File: config.mk
export PLATFORM = sky130hd
export DESIGN_NAME = fpu_mult_ostage
export DESIGN_NICKNAME = d
export VERILOG_FILES = /design/src/rtl/fpu_mult_ostage.sv
export SDC_FILE = /design/constraint.sdc
export NUM_CORES = 1
export LEC_CHECK = 0
export CORE_MARGIN = 4
export CORE_UTILIZATION = 45
export CTS_CLUSTER_SIZE = 14
export DETAILED_ROUTE_END_ITERATION = 8
export GPL_TIMING_DRIVEN = 0
export HOLD_SLACK_MARGIN = 0.12
export PLACE_DENSITY_LB_ADDON = 0.12
export SLEW_MARGIN = 20
export SYNTH_ARGS = -nofsm -noshare
export SYNTH_HDL_FRONTEND = slang
export SYNTH_SLANG_ARGS = --single-unit
File: constraint.sdc
create_clock -name clk -period 2.45 [get_ports clk]
set_input_delay 0.49 -clock clk [delete_from_list [all_inputs] [get_ports clk]]
set_output_delay 0.49 -clock clk [all_outputs]
set_load 0.02 [all_outputs]
File: src/rtl/fpu_mult_ostage.sv
// fpu_mult_ostage: registered output stage behind the combinational IEEE-754
// single-precision multiplier. It classifies each product and canonicalises
// invalid results to a quiet NaN. Results wait in a DEPTH-entry FIFO with a
// valid/ready handshake. The stage also keeps sticky exception flags and a
// count of popped results.
// Optional build macro FPU_MULT_FTZ_EN: when defined, denormal results are
// flushed to a signed zero and flagged as zero and underflow.
module fpu_mult_ostage #(
    parameter int DEPTH = 4,
    parameter int CNT_W = 16
) (
    input  logic                     clk,
    input  logic                     rst_n,
    input  logic                     in_valid,
    output logic                     in_ready,
    input  logic [31:0]              in_a,
    input  logic [31:0]              in_b,
    input  logic [31:0]              in_s,
    output logic                     out_valid,
    input  logic                     out_ready,
    output logic [31:0]              out_data,
    output logic [4:0]               out_flags,
    output logic [4:0]               sticky_flags,
    input  logic                     flag_clr,
    output logic [CNT_W-1:0]         res_count,
    output logic [$clog2(DEPTH):0]   level
);

    localparam int PW = $clog2(DEPTH);
    localparam int LW = PW + 1;
    localparam logic [31:0] QNAN = 32'h7FC0_0000;

    // Entry layout: {invalid, overflow, underflow, inf, zero, data[31:0]}
    function automatic logic [36:0] classify(
        input logic [31:0] a,
        input logic [31:0] b,
        input logic [31:0] s
    );
        logic a_max, b_max, s_max, a_emin, b_emin, s_emin;
        logic a_nan, b_nan, s_nan, a_inf, b_inf, s_inf, a_zero, b_zero;
        logic a_nzfin, b_nzfin, sgn, invalid;
        logic ovf, unf, inf, zero;
        logic [31:0] data;
        a_max   = (a[30:23] == 8'hFF);
        b_max   = (b[30:23] == 8'hFF);
        s_max   = (s[30:23] == 8'hFF);
        a_emin  = (a[30:23] == 8'h00);
        b_emin  = (b[30:23] == 8'h00);
        s_emin  = (s[30:23] == 8'h00);
        a_nan   = a_max & (a[22:0] != 23'd0);
        b_nan   = b_max & (b[22:0] != 23'd0);
        s_nan   = s_max & (s[22:0] != 23'd0);
        a_inf   = a_max & (a[22:0] == 23'd0);
        b_inf   = b_max & (b[22:0] == 23'd0);
        s_inf   = s_max & (s[22:0] == 23'd0);
        a_zero  = a_emin & (a[22:0] == 23'd0);
        b_zero  = b_emin & (b[22:0] == 23'd0);
        a_nzfin = ~a_max & ~a_zero;
        b_nzfin = ~b_max & ~b_zero;
        sgn     = a[31] ^ b[31];
        // A NaN product from non-NaN operands is also reported as invalid
        invalid = a_nan | b_nan | (a_inf & b_zero) | (a_zero & b_inf) | s_nan;
        if (invalid) begin
            data = QNAN;
            ovf  = 1'b0;
            unf  = 1'b0;
            inf  = 1'b0;
            zero = 1'b0;
        end else begin
            data = {sgn, s[30:0]};
            inf  = s_inf;
            ovf  = s_inf & ~a_max & ~b_max;
            zero = (s[30:0] == 31'd0);
            unf  = s_emin & a_nzfin & b_nzfin;
`ifdef FPU_MULT_FTZ_EN
            if (s_emin && (s[22:0] != 23'd0)) begin
                data = {sgn, 31'd0};
                zero = 1'b1;
                unf  = 1'b1;
            end else begin
                data = {sgn, s[30:0]};
            end
`endif
        end
        return {invalid, ovf, unf, inf, zero, data};
    endfunction

    logic [36:0]   mem_r [DEPTH];
    logic [PW-1:0] wr_ptr_r;
    logic [PW-1:0] rd_ptr_r;
    logic [LW-1:0] level_r;
    logic [4:0]    sticky_r;
    logic [CNT_W-1:0] count_r;
    logic [36:0]   entry_s;
    logic [36:0]   head_s;
    logic          push_s;
    logic          pop_s;
    logic          full_s;
    logic          empty_s;

    // Classify the incoming product and form handshake strobes
    always_comb begin
        entry_s = classify(in_a, in_b, in_s);
        full_s  = (level_r == LW'(DEPTH));
        empty_s = (level_r == LW'(0));
        push_s  = in_valid & ~full_s;
        pop_s   = out_ready & ~empty_s;
        head_s  = mem_r[rd_ptr_r];
    end

    // Drive head outputs, forced to zero when the FIFO is empty
    always_comb begin
        if (empty_s) begin
            out_data  = 32'h0000_0000;
            out_flags = 5'b00000;
        end else begin
            out_data  = head_s[31:0];
            out_flags = head_s[36:32];
        end
    end

    assign in_ready     = ~full_s;
    assign out_valid    = ~empty_s;
    assign level        = level_r;
    assign sticky_flags = sticky_r;
    assign res_count    = count_r;

    // FIFO storage: write the classified entry at the tail on push
    always_ff @(posedge clk or negedge rst_n) begin
        if (!rst_n) begin
            for (int i = 0; i < DEPTH; i++) begin
                mem_r[i] <= 37'd0;
            end
        end else if (push_s) begin
            mem_r[wr_ptr_r] <= entry_s;
        end else begin
            mem_r[wr_ptr_r] <= mem_r[wr_ptr_r];
        end
    end

    // Pointers wrap naturally modulo DEPTH; level tracks occupancy
    always_ff @(posedge clk or negedge rst_n) begin
        if (!rst_n) begin
            wr_ptr_r <= PW'(0);
            rd_ptr_r <= PW'(0);
            level_r  <= LW'(0);
        end else begin
            if (push_s) begin
                wr_ptr_r <= wr_ptr_r + PW'(1);
            end else begin
                wr_ptr_r <= wr_ptr_r;
            end
            if (pop_s) begin
                rd_ptr_r <= rd_ptr_r + PW'(1);
            end else begin
                rd_ptr_r <= rd_ptr_r;
            end
            case ({push_s, pop_s})
                2'b10:   level_r <= level_r + LW'(1);
                2'b01:   level_r <= level_r - LW'(1);
                default: level_r <= level_r;
            endcase
        end
    end

    // Sticky flags accumulate popped flags; clear takes effect before the OR
    always_ff @(posedge clk or negedge rst_n) begin
        if (!rst_n) begin
            sticky_r <= 5'b00000;
        end else if (pop_s) begin
            sticky_r <= (flag_clr ? 5'b00000 : sticky_r) | head_s[36:32];
        end else if (flag_clr) begin
            sticky_r <= 5'b00000;
        end else begin
            sticky_r <= sticky_r;
        end
    end

    // Result counter counts pops and wraps at its width
    always_ff @(posedge clk or negedge rst_n) begin
        if (!rst_n) begin
            count_r <= CNT_W'(0);
        end else if (pop_s) begin
            count_r <= count_r + CNT_W'(1);
        end else begin
            count_r <= count_r;
        end
    end

endmodule

After elaboration in Yosys (flattened, before gate mapping). Index checks and enable logic that the tools add are counted.

Input port bits: 101. Bits in registers: 176. Word-level logic and storage cells: 89. Output and inout port bits: 63.

Add/sub/neg operators: 5. Reductions and logical operators: 13. Bitwise logic cells: 32. Order comparisons: 3. Equal/unequal tests: 6. Mux-type cells: 21.

Operators by type and width (count): $bwmux W148 (2); $mux W37 (5); $bmux W37 S2 (2); $mux W148 (1); $demux W37 S2 (1); $logic_not A23 Y1 (3); $reduce_bool A23 Y1 (3); $mux W32 (2); $logic_not A31 Y1 (1); $eq A8 B8 Y1 const B (3); $logic_not A8 Y1 (3); $and A1 B1 Y1 (18); $add A16 B1 Y16 const B (1); $mux W5 (3); $ge A3 B3 Y1 const B (2); $not A1 Y1 (6); $not A2 Y3 (2); $pmux W3 S2 (1); $or A5 B5 Y5 (1); $add A2 B1 Y2 const B (2); $mux W1 (4); $or A1 B1 Y1 (4); $add A3 B1 Y3 const B (1); $eq A3 B3 Y1 const B (1); other kinds (8) (8).

Logic depth before layout (Yosys ltp).
Depth in word-level cells: 9. Depth in mapped cells: 11.

Worst setup path after synthesis. OpenSTA, ideal clock, no wires.

Path kind: flip-flop to flip-flop. Start point: register level_r[1], in the netlist level[1]. End point: register level_r[2], in the netlist level[2]. Stages on the path, launching flop included: 12. Period minus slack after synthesis: 2.679 ns. Data required time: 2.370 ns. Library setup time: 0.080 ns. Arrival: 2.599 ns. Setup slack: -0.229 ns. Cells stage by stage: dfrtp_1 > or3b_1 > and2_1 > inv_1 > buf_2 > buf_2 > ha_1 > inv_1 > fa_1 > xor2_1 > nor2_1 > xor2_1.

Cells in the longest elaborated chain, start to end: 5. Elaborated cells on any way between the ends: 12. Classes of those cells: add/sub (2); eq/ne (3); mux (1); bitwise (4); reduce/logical (2).

RTL lines: from (decl) (line 91) `logic [LW-1:0] level_r;`; from (signal assigned) (line 159) `2'b10: level_r <= level_r + LW'(1);`; from (signal assigned) (line 160) `2'b01: level_r <= level_r - LW'(1);`; from (signal assigned) (line 161) `default: level_r <= level_r;`; $eq A3 B3 Y1 (*) (line 104) `full_s = (level_r == LW'(DEPTH));`; $not A1 Y1 (*); via in_ready (line 15) `output logic in_ready,`; $and A1 B1 Y1 (*) (line 106) `push_s = in_valid & ~full_s;`; $eq A2 B1 Y1 or $eq A2 B2 Y1 (tied branches) (line 158) `case ({push_s, pop_s})`; $pmux W3 S2 or $reduce_bool A2 Y1 (tied branches).

Mark *: on every way through the listed nets, which the timed path passes. The rest lies on a longest branch. A chain may end at the register's enable or synchronous reset.

Worst setup path after layout.
Start point: register rd_ptr_r[0]. End point: output out_data[5].

Cells in the longest elaborated chain, start to end: 5.

RTL lines: from (decl) (line 90) `logic [PW-1:0] rd_ptr_r;`; from (signal assigned) (line 154) `rd_ptr_r <= rd_ptr_r + PW'(1);`; from (signal assigned) (line 156) `rd_ptr_r <= rd_ptr_r;`; $not A2 Y3 (not written as such) (line 108) `head_s = mem_r[rd_ptr_r];`; $bmux W37 S2 (line 108); $mux W37 (not written as such) (2 in a row) (line 108); $mux W32 (line 113) `if (empty_s) begin`; to (decl) (line 21) `output logic [31:0] out_data,`.

Every way passes these cells. The select of a mux whose other input is x is not followed.

==> impl_metrics.tcl <==
set metrics [dict create \
    syn2layout_area_growth_pct 36.2 \
    slew_headroom_pct 44.4 \
    cts_tree "yes" \
    die_x_um 152 \
    dp_hpwl_um 19800 \
    path_buf_inv 3 \
    path_class "reg -> out" \
    ys_ff_latch 176 \
    cts_num_sinks 176 \
    seq_area_frac_synth_pct 47.3 \
    coreArea_um2 20300 \
    yosys_warnings 0 \
    htree_num_levels 4 \
    grt_pass1_vias 7958 \
    n_antenna_cell 0 \
    grt_pass1_wl_um 46100 \
    die-area_um2 23100 \
    postSynthAreaPerCell_um2 11.3 \
    status "complete, but fails checks" \
    multi_input_area_um2 4880 \
    root_buffer "clkbuf_16" \
    leakagePower_nw 5.05 \
    start_kind "flip-flop" \
    slowest_delay_ps 500 \
    critPathMaxFanout 5 \
    ys_types 34 \
    end_kind "output pin" \
    finalMaxSlewViolations 0 \
    final.min_clock_period_ps 2490 \
    hold_violations 0 \
    setup_ws_ps -42.6 \
    portBuffers 162 \
    gp_congestion 0.834 \
    antenna_found_initial 0 \
    p_per_area_nw_per_um2 1570 \
    fin_skew_ps 8.42 \
    violations "negative setup slack" \
    rsz0062_at_grt "true" \
    initial_core_util_pct 45.9 \
    required_ps 1960 \
    final.fill_count 1619 \
    routed-via-count 7827 \
    max_freq_mhz 401 \
    cp_slowest_cell "mux4_2" \
    drtAntennaViolNets 0 \
    crit_chain "buf_4, buf_12, mux4_2, and2_1, buf_2" \
    drive_gt1_share_pct 30.6 \
    wl_um 30300 \
    r2r-start "wr_ptr_r[0]$_DFFE_PN0P_" \
    die-height_um 152 \
    fin_crit_sh_pct 102 \
    fp-row-count 52 \
    p_total_mw 19.9 \
    worstSetupStartpoint "rd_ptr_r[0]$_DFFE_PN0P_" \
    routedWlPerCell_um 23.0 \
    route.detailed.drc 0 \
    drt-pass1-iter-count 5 \
    setup_viol 26 \
    grt.overflow.total 0 \
    seqCellArea_um2 4410 \
    postLayoutCellArea_um2 12700 \
    synth_cells 825 \
    place_worst_setup_slack_ps -1190 \
    critPathArrivalTime_ps 2000 \
    worstMarginPinSlew_ps 834 \
    ir_worst_vdd_v 0.000831 \
    vias_per_cell 5.95 \
    grtUsageTotal_pct 25.6 \
    syn_area_um2 9320 \
    critPathTopFamily "multiplexers" \
    clock_latency_ps 430 \
    tns_ps -542 \
    syn-num-nets 933 \
    hp-class "in -> async" \
    fin_nets 1141 \
    path_clk_slew_ps 70 \
    grt_max_degree 96 \
    numCtsBuffers 17 \
    ioPinCount 164 \
    cap_violations 0 \
    cts_buffer_depth 2 \
    whs_ps 425 \
    drtIter0Drc 611 \
    dpl-instance-area_um2 11400 \
]
==> path summary, 6_finish.rpt <==
check	end	slack (ps)	cells past startpoint
setup reg to reg	mem_r[68]$_DFFE_PN0P_	50	7
hold / removal	res_count[12]$_DFFE_PN0P_	430	2
min in group clk	res_count[15]$_DFFE_PN0P_	470	1
hold reg to reg	res_count[15]$_DFFE_PN0P_	470	1
max in group asynchronous	mem_r[0]$_DFFE_PN0P_	970	4
setup / recovery	out_data[5]	-40	5
==> through the flow <==
| step | util, % | instances |
|---|---|---|
| detailed placement | 56.0 | 1259 |
| global route | 62.5 | 1316 |
| finish | 62.5 | 1316 |
| floorplan | - | 825 |
| CTS | 61.1 | 1312 |
| global placement | 55.7 | 1257 |
==> state kept, by name, indices dropped and copies added (netlist names) <==
register	cells
level	3
mem_r	148
rd_ptr_r	2
res_count	16
sticky_flags	5
wr_ptr_r	2
==> cell families (layout without fill, tap and decap cells) <==
| kind of cell | count (synthesis) | after routing | share of synthesized area (%) |
|---|---|---|---|
| fa+ha+maj | 7 | 7 | 1.02 |
| buf+inv | 76 | 297 | 3.29 |
| xor+xnor | 22 | 22 | 2.07 |
| compound gates | 155 | 155 | 9.36 |
| mux | 116 | 116 | 23.0 |
| simple gates | 273 | 273 | 14.0 |
| flops | 176 | 176 | 47.3 |
==> power breakdown <==
group	switching (mW)	internal (mW)	leakage, nW
sequential	1.03	4.33	1.97
combinational	5.85	5.95	2.80
clock	1.20	1.51	0.277
total	8.08	11.8	5.05
==> timing repair <==
action,4_1_cts,5_1_grt
gates resized for setup,287,63
gates cloned,2,3
hold buffers,1,0
endpoints found under the setup margin,181,184
hold endpoints to repair,4,0
buffers inserted,22,3
pin swaps,12,10
==> cells in the mapped netlist <==
master,number,area share (%)
nand2_1,21,0.85
a211o_1,1,0.094
xnor2_1,14,1.3
and4_1,2,0.19
nor2_1,137,5.5
o211ai_1,1,0.081
and3_1,24,1.6
a22oi_1,23,1.9
ha_1,6,0.81
nand3_1,3,0.16
o21ai_1,1,0.054
mux2_2,41,5.0
a22oi_4,1,0.23
buf_4,2,0.16
or4_1,1,0.081
buf_1,3,0.12
buf_2,11,0.59
and2_1,41,2.8
fa_1,1,0.21
o21ai_0,7,0.38
a31oi_1,7,0.47
nand4_1,13,0.87
nor3_1,8,0.43
nor4_1,22,1.5
xor2_1,8,0.75
dfrtp_1,176,47
o31a_1,1,0.094
or3b_1,1,0.094
a32oi_1,1,0.094
inv_1,13,0.52
a21oi_1,112,6.0
clkbuf_1,47,1.9
mux2i_1,1,0.11
mux4_2,74,18
==> worst register-to-register path: cells and delay by family (launching register included) <==
family                   cells  cell delay [ps]
flip-flops                   1              440
buffers and inverters        5             1410
AO/OA/AOI/OAI                1              120
adder cells (fa/ha/maj)      1              300
==> metal layers <==
metal  share of wire [%]  global-route usage, %  vias to the layer above
li1                    -                      -                     3437
met3                 8.2                   6.46                       37
met4                 1.6                   6.64                        0
met2                  50                   41.4                      367
met1                  41                   34.9                     3986
met5                   0                      0                        -
==> cell usage in the layout, fill, tap and decap left out, drive strengths merged, types with 3 or more instances in the layout <==
cell type and instances:
clkdlybuf4s50 122, mux4 74, a21oi 112, mux2 41, nand3 3, clkbuf 61
nor4 22, nand4 13, ha 6, a22oi 24, dfrtp 176, buf 85
and3 24, nand2 21, inv 15, nor3 8, xnor2 14, nor2 137
clkinv 7, a31oi 7, xor2 8, and2 41, o21ai 8
==> area by class of cell <==
| type | instances | share of cell area [%] |
|---|---|---|
| Timing Repair Buffer | 195 | 15.5 |
| Multi-Input combinational cell | 573 | 38.5 |
| Tap cell | 270 | 2.66 |
| Buffer | 57 | 3.70 |
| Clock inverter | 13 | 1.09 |
| Sequential cell | 176 | 34.8 |
| Clock buffer | 19 | 3.41 |
| Inverter | 13 | 0.404 |
(Power assumes the default switching activity.)
==> RTL edit, RTL diff (same flow settings) <==
The option `FPU_MULT_FTZ_EN` is turned on by a define.
--- a/src/rtl/fpu_mult_ostage.sv
+++ b/src/rtl/fpu_mult_ostage.sv
@@ -7,2 +7,4 @@
 // flushed to a signed zero and flagged as zero and underflow.
+`define FPU_MULT_FTZ_EN
+
 module fpu_mult_ostage #(
Function: changed (a bounded check fails within 4 cycles, from zero or initial values and one cycle with rst_n low).
==> RTL edit against the unedited design <==
The flow still finishes with violations (negative setup slack); setup slack improved by 0.013 ns; routed wire length up 7.1%; clock skew about the same; total power up 1.7%; synthesized area is 6.6% higher; cell area is 7.6% higher; critical path depth is 1 higher; final cell count grew 1.7%; sequential power shrank 3%; sequential cell count did not move; die area rose by 6.2%; combinational power up 3%; sequential share of layout area decreased by 2.5 points; critical path type unchanged; largest power group unchanged; highest routed layer unchanged.
==> RTL edit: results (changes against the unedited design) <==
* Syn_nets at 936 (+0.32%)
* Total Routing Usage GR at 26.6% (+1.0 points)
* Sequential area share after synthesis at 44.4% (-2.9 points)
* Worst Path Max Fanout at 8 (+3)
* Clock root cell: clkbuf_16
* Gr ovfl total at 0 (unchanged)
* Pin count of the biggest net entering global routing at 93 (-3.1%)
* Clock Pin Slew Worst Setup and Hold Paths at 0.07 ns (about the same)
* Yosys warns at 0 (unchanged)
* Mux cell area share after synthesis at 20.6% (-2.3 points)
* Largest reg by FF count: mem_r
* Global-route wire length before repair at 49.4 mm (+7.2%)
* DP Worst Slack at -1.56 ns (-0.372 ns)
* End of the worst register-to-register path: mem_r[132]
* Fin worst setup slack at -0.0293 ns (+0.0132 ns)
* Synth Area in Compound Gates at 12.6% (+3.2 points)
* Hpwl dp at 20.8 mm (+5.3%)
* Peak supply drop at 0.782 mV (-5.9%)
* Commonest register cell after synthesis: dfrtp_1
* Share of layout cells above drive strength 1 at 31.7% (+1.1 points)
* Clk buf depth at 2 (unchanged)
* Post-Synth Adder-Cell Area at 0.958% (-0.063 points)
* Failing checks: negative setup slack
* R2R cell count at 5 (-2)
* Outcome: complete, but fails checks
* Hold-critical path endpoint: mem_r[129]
* Hold path cells at 2
* Number of flip-flops in the largest register at 148 (unchanged)
* Reg2Reg Setup Slack at 0.09 ns (+0.04 ns)
* Antenna Cells at 0 (unchanged)
* Biggest cell delay along the critical path at 0.44 ns (-0.06 ns)
* Pins over their slew limit at 0 (unchanged)
* Average wire per standard cell at 24.2 um (+5.2%)
* Setup TNS at -0.0710 ns (+0.471 ns)
* Leak at 6.05 nW (+20%)
* CP delay by family, top: buffers and inverters
* Fin nets at 1,155 (+1.2%)
* Yosys cell types at 45 (+32%)
* 1st-iter DRT viols at 747 (+22%)
* Crit path launch: rd_ptr_r[0]
* Fillers at 1,679 (+3.7%)
* Routability Congestion at 0.846 (+1.4%)
* Via-per-instance ratio at 6.21 (+4.4%)
* Vias in the first global route at 8,351 (+4.9%)
* Top post-synthesis cells by area: dfrtp_1 (44%), mux4_2 (17%), nor2b_1 (9.0%)
* Reg2Reg Launch Point: wr_ptr_r[1]
* IO Port Bufs at 162 (unchanged)
* Relative slew slack at 45.4% (+1.0 points)
* Skew final at 0.00841 ns (-0.00000855 ns)
* Post-synth top cells: dfrtp_1 (176), nor2b_1 (143), a221o_1 (84), mux4_2 (74), nor2_1 (48)
* Worst Setup EP: out_flags[4]
* XOR/XNOR share of the synthesized area at 1.94% (-0.13 points)
* Hold Startpoint: in_s[18]
* Final Setup Violations at 6 (-77%)
* Worst hold path type: in2reg
-- RTL edit: changes by cell type in the layout (fill, tap and decap cells not counted), moves of 25 or more --
cell	delta
a21oi_1	-92
a221o_1	+84
and2_1	-25
clkdlybuf4s50_1	-68
dlymetal6s2s_1	+42
nor2_1	-92
nor2b_1	+124
-- RTL edit: cell type report --
type                            count  area [um^2]  area share, %
Buffer                             60          493           3.61
Clock buffer                       20          447           3.27
Clock inverter                     11          133          0.972
Inverter                           26         98.8          0.724
Multi-Input combinational cell    563         5620           41.2
Sequential cell                   176         4410           32.3
Tap cell                          280          350           2.57
Timing Repair Buffer              203         2090           15.3
-- RTL edit: what timing repair did --
action,4_1_cts,5_1_grt
gates resized for setup,355,165
setup buffers,29,10
cloned,5,0
setup endpoints to repair,189,170
pin swaps,27,29
hold endpoints to repair,20,0
hold buffers,1,0
-- RTL edit: per-layer routing --
layer | up-vias | track usage [%] | wire, um
li1 | 3588 | - | -
met1 | 4259 | 37.9 | 13700
met2 | 419 | 41.2 | 15300
met3 | 46 | 6.44 | 2760
met4 | 0 | 7.02 | 643
met5 | - | 0 | 0
-- RTL edit: power by group --
group          switching (mW)  internal (mW)
logic                    5.96           6.28
registers               0.970           4.24
clock network            1.23           1.54
total                    8.15           12.1
-- RTL edit: metrics by stage --
step,power [mW],util [%],hold slack [ns],std cells,area (um^2)
final,20.2,62.7,0.459,1339,13600
after floorplan,12.2,-,0.194,828,9930
after CTS,19.5,61.0,0.480,1337,13300
after global placement,15.9,54.7,0.455,1270,11900
after detailed placement,16.1,54.9,0.470,1271,11900
after global routing,21.3,62.7,0.462,1339,13600
